## config.mk

```make
export PLATFORM = sky130hd
export DESIGN_NAME = delay_timeout
export DESIGN_NICKNAME = d
export VERILOG_FILES = /design/src/rtl/delay_timeout_pkg.sv /design/src/rtl/delay_timeout_sat_counter.sv /design/src/rtl/delay_timeout.sv
export SDC_FILE = /design/constraint.sdc
export NUM_CORES = 1
export LEC_CHECK = 0
export ABC_CLOCK_PERIOD_IN_PS = 2000
export BUFFER_PORTS_ARGS = -buffer_cell sky130_fd_sc_hd__buf_2
export CORE_AREA = 4 4 41 43
export DETAILED_ROUTE_END_ITERATION = 8
export DIE_AREA = 0 0 45 47
export GPL_TIMING_DRIVEN = 0
export PLACE_DENSITY_LB_ADDON = 0.1
export SYNTH_ARGS = -nofsm -noshare
export SYNTH_HDL_FRONTEND = slang
export SYNTH_SLANG_ARGS = --single-unit
export TNS_END_PERCENT = 5
```

## constraint.sdc

```tcl
create_clock -name clk -period 2 [get_ports clk]
set_input_delay 0.4 -clock clk [delete_from_list [all_inputs] [get_ports clk]]
set_output_delay 0.4 -clock clk [all_outputs]
set_load 0.01 [all_outputs]
```

## src/rtl/delay_timeout_pkg.sv

```systemverilog
// Shared constants for the delay/timeout watchdog used by the clock controller.
package delay_timeout_pkg;

  localparam int DEFAULT_DELAY = 8;
  localparam int MODE_LEVEL    = 0;
  localparam int MODE_PULSE    = 1;

endpackage

```

## src/rtl/delay_timeout_sat_counter.sv

```systemverilog
// Saturating up-counter with clear priority; never wraps past MAX.
module sat_counter #(
  parameter int WIDTH = 4,
  parameter int MAX   = 7
) (
  input  logic             clk,
  input  logic             rst_n,
  input  logic             clr,
  input  logic             inc,
  output logic [WIDTH-1:0] count,
  output logic             at_max
);

  localparam logic [WIDTH-1:0] MAX_V = WIDTH'(MAX);

  logic [WIDTH-1:0] count_r;

  // Count register: clear wins over increment, increment stops at MAX.
  always_ff @(posedge clk or negedge rst_n) begin
    if (!rst_n) begin
      count_r <= {WIDTH{1'b0}};
    end else if (clr) begin
      count_r <= {WIDTH{1'b0}};
    end else if (inc && (count_r != MAX_V)) begin
      count_r <= count_r + WIDTH'(1'b1);
    end else begin
      count_r <= count_r;
    end
  end

  assign count  = count_r;
  assign at_max = (count_r == MAX_V);

endmodule

```

## src/rtl/delay_timeout.sv

```systemverilog
// Watchdog: raises out after in1 & in2 have been high for DELAY consecutive edges.
module delay_timeout
  import delay_timeout_pkg::*;
#(
  parameter int DELAY      = DEFAULT_DELAY,
  parameter int PULSE_MODE = MODE_LEVEL,
  parameter int CNT_W      = $clog2(DELAY + 1)
) (
  input  logic clk,
  input  logic rst_n,
  input  logic in1,
  input  logic in2,
  output logic out
);

  localparam logic [CNT_W-1:0] LAST = CNT_W'(DELAY - 1);

  logic             cond_s;
  logic             at_max_s;
  logic [CNT_W-1:0] cnt_s;
  logic             expire_s;
  logic             out_r;
  logic             armed_r;

  assign cond_s = in1 & in2;

  sat_counter #(
    .WIDTH (CNT_W),
    .MAX   (DELAY - 1)
  ) u_cnt (
    .clk    (clk),
    .rst_n  (rst_n),
    .clr    (~cond_s),
    .inc    (cond_s),
    .count  (cnt_s),
    .at_max (at_max_s)
  );

  // The counter already sits at DELAY-1, so this edge is the DELAY-th high sample.
  assign expire_s = cond_s & at_max_s & (cnt_s == LAST);

  // Output and re-arm flag; a low condition always clears and re-arms.
  always_ff @(posedge clk or negedge rst_n) begin
    if (!rst_n) begin
      out_r   <= 1'b0;
      armed_r <= 1'b1;
    end else if (!cond_s) begin
      out_r   <= 1'b0;
      armed_r <= 1'b1;
    end else if (expire_s) begin
      out_r   <= (PULSE_MODE == MODE_PULSE) ? armed_r : 1'b1;
      armed_r <= 1'b0;
    end else begin
      out_r   <= 1'b0;
      armed_r <= armed_r;
    end
  end

  assign out = out_r;

endmodule

```

==> results of run 1 <==
cell families after synthesis:
group,synth area share (%)
adder cells (fa/ha/maj),5.18
AO/OA/AOI/OAI,5.70
flip-flops,51.8
AND/OR/NAND/NOR,24.9
multiplexers,12.4
flip-flops by register name (all words and copies together), names as in the netlist:
signal and flops:
out 1, u_cnt.count 4
metal layers:
metal | up-vias | GRT usage [%] | share of wire (%)
li1 | 95 | - | -
met1 | 88 | 8.47 | 49
met2 | 7 | 8.47 | 41
met3 | 0 | 3.45 | 9.5
met4 | 0 | 7.02 | 0
met5 | - | 0 | 0
power by group:
part	leakage (nW)	switching, mW	internal [mW]
combinational	0.0664	0.00850	0.00644
clock	0.0150	0.0428	0.0755
sequential	0.0688	0.00188	0.103
worst max-delay path, cell delays in order, from the launching register on:
cell and delay [ns]:
dfrtp_1 0.41, ha_1 0.24, and3b_2 0.25, and3_1 0.18
worst max-delay path by stage:
stage	end	slack, ns	cells after the start
CTS	out	0.80	3
detailed placement	out	0.81	3
global route	out	0.76	3
global placement	out	0.81	3
floorplan	out	0.88	3
finish	out	0.81	3
placed cells by master (no fill, tap or decap):
cell type,netlist,final
nand3_1,5,5
dfrtp_1,5,5
buf_2,0,4
mux2i_1,3,3
clkbuf_4,0,3
and3b_2,1,1
and3_1,1,1
nand4bb_1,1,1
nand3b_1,1,1
o211ai_1,1,1
a31oi_1,1,1
ha_1,1,1
clkbuf_1,0,1
dlygate4sd3_1,0,1
metrics by stage:
stage                     util [%]  power [mW]  cell area, µm²
after floorplan                  -       0.111             241
after global placement        21.5       0.120             280
after detailed placement      21.5       0.120             280
after CTS                     24.3       0.248             317
after global routing          24.3       0.258             317
final                         24.3       0.239             317
layout make-up:
class	count	area share, %
flip-flops and latches	5	39.5
multi-input cells	15	36.8
repair buffers	5	9.49
clock buffers	4	8.30
well taps	15	5.93
==> flow_summary.json, run 1 <==
{
  "max_freq_ghz": 0.837,
  "post_drt_wl_per_cell_um": 11.7,
  "overflow": 0,
  "startpoint_type": "register",
  "worst_slack_ns": 0.806,
  "fillers": 147,
  "fin_crit_ns": 1.19,
  "fp.dieH_um": 47,
  "multi_input_area_um2": 116,
  "peakVddDrop_v": 0.000277,
  "min_path_cells": 3,
  "final_cell_count_no_fill": 44,
  "holdCritPathClass": "primary input to register",
  "cts_buffer_depth": 2,
  "drt.antenna.violating_nets": 0,
  "grt_pass1_vias": 215,
  "ctsResizeCount": 0,
  "clock_skew_ns": 0.00417,
  "start_util_pct": 18.6,
  "power_density_mw_per_mm2": 753,
  "die_w_um": 45,
  "yosys-top-cells-count": "dfrtp_1, nand3_1, mux2i_1",
  "post-route-drc-count": 0,
  "htree_levels": 1,
  "antenna_found_initial": 0,
  "clk_pin_slew_ns": 0.05,
  "drv_slew": 0,
  "rsz0062_at_grt": "false",
  "rows": 13,
  "syn_nets": 25,
  "ys_warn_count": 0,
  "min_from": "in1",
  "tightest_slew_ns": 0.110,
  "vias": 190,
  "setup_total_negative_slack_ns": 0,
  "avgViaCountPerCell": 4.32,
  "drive_gt1_share_pct": 27.6,
  "p_leak_nw": 0.150,
  "die_area_mm2": 0.00212,
  "io_buffer_count": 4,
  "post_cts_buffers": 0,
  "yosysTopAreaCellShare_pct": 51.8,
  "dp_cells": 39,
  "worst_ep_required_time_ns": 2.13,
  "drt_iter0_markers": 3,
  "regArea_um2": 125,
  "synth_flop_cell": "dfrtp_1",
  "crit_fanout": 4,
  "grtUsageTotal_pct": 6.97,
  "nets": 35,
  "cts_tree": "yes",
  "drv_cap": 0,
  "design.core.area_mm2": 0.00130,
  "gp_congestion": 0.669,
  "ys_ff_latch": 5,
  "clock_latency_ns": 0.24,
  "diodes": 0,
  "dr.pass1.iters": 3,
  "grt_max_degree": 9,
  "cts_root_buffer": "clkbuf_4",
  "hold_violations": 0,
  "areaGrowthSynthToFinish_pct": 31.1,
  "synth_area_leaders": "dfrtp_1, mux2i_1, nand3_1",
  "netlist_instances": 20,
  "holdWs_ns": 0.479,
  "startpoint": "u_cnt.count[0]",
  "ctsHoldBuffers": 1,
  "finalSetupViolCount": 0,
  "reg2reg_depth": 3,
  "synth-async-reset-ratio_pct": 100,
  "yosys.area.top_type": "dfrtp_1",
  "worst_setup_path_end_kind": "register",
  "slew_headroom_pct": 92.5,
  "timing.rr.start": "u_cnt.count[0]",
  "worstPathArrival_ns": 1.33,
  "yosysSeqAreaShare_pct": 51.8,
  "regToRegSetupSlack_ns": 0.81,
  "wl_um": 515,
  "synth_edf_count": 0,
  "dpl_worst_slack_ns": 0.807,
  "cts_buffers": 3,
  "min_to": "u_cnt.count[2]",
  "synthesis.area_um2": 241,
  "grt_pass1_wl_um": 938,
  "critPathKind": "register to register",
  "syn_area_per_cell_um2": 12.1,
  "outcome": "completed",
  "synthDistinctLibCells": 10,
  "r2r_end": "out",
  "period_share_pct": 59.7,
  "pin_count": 5,
  "cts.sinks": 5
}
Power figures use the tool's default switching activity.
==> run 2, diff against run 1 <==
ABC_CLOCK_PERIOD_IN_PS = 1200   (was 2000)
clock period = 1.2 ns   (was 2 ns; I/O delays follow)
==> run 2 against run 1 <==
Utilization increased by 0.77 points. Final area is 3.2% higher. Maximum frequency is 5.9% higher. Global-route usage grew 0.16 points. Non-clock buffer count grew 1. Cell count grew 2.3%. Critical path depth is the same. Critical path type unchanged. Largest cell class unchanged. Highest routed layer unchanged.
==> flow_summary.json, run 2 (synthesized netlist as in run 1, its figures left out) <==
{
  "cts_buffers": 3,
  "cts.sinks": 5,
  "gp_congestion": 0.669,
  "crit_path_cell_trace": "ha_2 > and3b_2 > and3_1",
  "io_buffer_count": 4,
  "drt.antenna.violating_nets": 0,
  "largest_reg_flops": 4,
  "antenna_found_initial": 0,
  "layout_common_cells": "nand3_1, dfrtp_1, buf_2",
  "power_density_mw_per_mm2": 1230,
  "worstPathArrival_ns": 1.26,
  "nets": 36,
  "postPlaceCellArea_um2": 280,
  "fin_crit_ns": 1.13,
  "outcome": "completed",
  "grtUsageTotal_pct": 7.13,
  "cts_buffer_depth": 2,
  "worst_setup_path_end_kind": "register",
  "avgViaCountPerCell": 4.47,
  "finalSetupViolCount": 0,
  "setup_total_negative_slack_ns": 0,
  "clk_pin_slew_ns": 0.05,
  "wl_um": 519,
  "overflow": 0,
  "fp.dieH_um": 47,
  "fin_area_um2": 327,
  "rows": 13,
  "tightest_slew_ns": 0.146,
  "clock_skew_ns": 0.00272,
  "drt_iter0_markers": 5,
  "pin_count": 5,
  "dr.pass1.iters": 2,
  "timing.rr.start": "u_cnt.count[0]",
  "cts_root_buffer": "clkbuf_4",
  "worst_ep_required_time_ns": 1.33,
  "rsz0062_at_grt": "false",
  "grt_max_degree": 9,
  "grt_pass1_wl_um": 952,
  "htree_levels": 1,
  "fillers": 145,
  "die_area_mm2": 0.00212,
  "holdCritPathClass": "primary input to register",
  "startpoint": "u_cnt.count[0]",
  "drv_slew": 0,
  "vias": 201,
  "crit_family": "simple AND/OR/NAND/NOR gates",
  "power.total_mw": 0.400,
  "areaGrowthSynthToFinish_pct": 35.2,
  "clock_latency_ns": 0.24,
  "p_leak_nw": 0.153,
  "path_buf_inv": 0,
  "grt_pass1_vias": 218,
  "peakVddDrop_v": 0.000456,
  "max_stage_delay_ns": 0.39,
  "worst_path_max_delay_cell": "dfrtp_1",
  "slew_headroom_pct": 90.2,
  "hold_violations": 0,
  "start_util_pct": 18.6,
  "drive_gt1_share_pct": 33.3,
  "max_freq_ghz": 0.887,
  "diodes": 0,
  "post-route-drc-count": 0,
  "die_w_um": 45,
  "design.core.area_mm2": 0.00130,
  "post_drt_wl_per_cell_um": 11.5,
  "min_from": "in2",
  "crit_fanout": 4,
  "drv_cap": 0,
  "cts_tree": "yes",
  "period_share_pct": 93.9,
  "startpoint_type": "register",
  "critPathKind": "register to register"
}
==> run 2: changes by cell type in the layout (fill, tap and decap cells not counted) <==
cell / change
buf_4: +1
ha_2: +1
ha_1: -1
==> run 2: final timing paths <==
| kind | end | slack [ns] | cells after the start |
|---|---|---|---|
| setup / recovery | out | 0.07 | 3 |
| hold / removal | u_cnt.count[1] | 0.31 | 3 |
| setup reg to reg | out | 0.07 | 3 |
| hold reg to reg | u_cnt.count[2] | 0.51 | 1 |
| max in group asynchronous | u_cnt.count[2] | 0.72 | 2 |
| min in group asynchronous | out | 0.35 | 2 |
==> run 2: final cells by class <==
type	instances	area, µm²	area share, %
Multi-Input combinational cell	15	119	36.4
Clock buffer	4	26.3	8.05
Timing Repair Buffer	6	37.5	11.5
Sequential cell	5	125	38.3
Tap cell	15	18.8	5.75
==> run 2: metrics by stage <==
step | utilization, % | worst slack, ns | instances | hold WS [ns]
after detailed placement | 21.5 | 0.00669 | 39 | 0.0695
after CTS | 24.9 | 0.0301 | 45 | 0.304
after global routing | 25.1 | 0.0339 | 45 | 0.323
final | 25.1 | 0.0730 | 45 | 0.314
after floorplan | - | 0.0758 | 20 | -0.0556
after global placement | 21.5 | 0.00984 | 39 | 0.0640
==> run 2: routing by layer <==
metal / GRT usage [%] / vias to the layer above / part of all wire (%)
met2: 8.47 / 7 / 45
met5: 0 / - / 0
met3: 3.45 / 0 / 9.2
met4: 7.02 / 0 / 0
li1: - / 97 / -
met1: 8.92 / 97 / 45
==> run 2: repair_timing <==
item,CTS,global route
setup endpoints to repair,1,1
setup buffers,1,0
gates resized for setup,0,1
endpoints found under the hold margin,5,0
cloned,0,0
hold buffers,1,0
==> run 2: tightest hold or removal path: cells and delay by family <==
family,cells,cell delay (ns)
buffers and inverters,1,0.14
and+or+nand+nor,1,0.07
muxes,1,0.06
==> run 2: report_power, final <==
part | total [mW] | leakage [nW] | switching, mW | internal, mW
logic | 0.0285 | 0.0690 | 0.0153 | 0.0131
registers | 0.175 | 0.0688 | 0.00253 | 0.172
clock network | 0.197 | 0.0150 | 0.0712 | 0.126
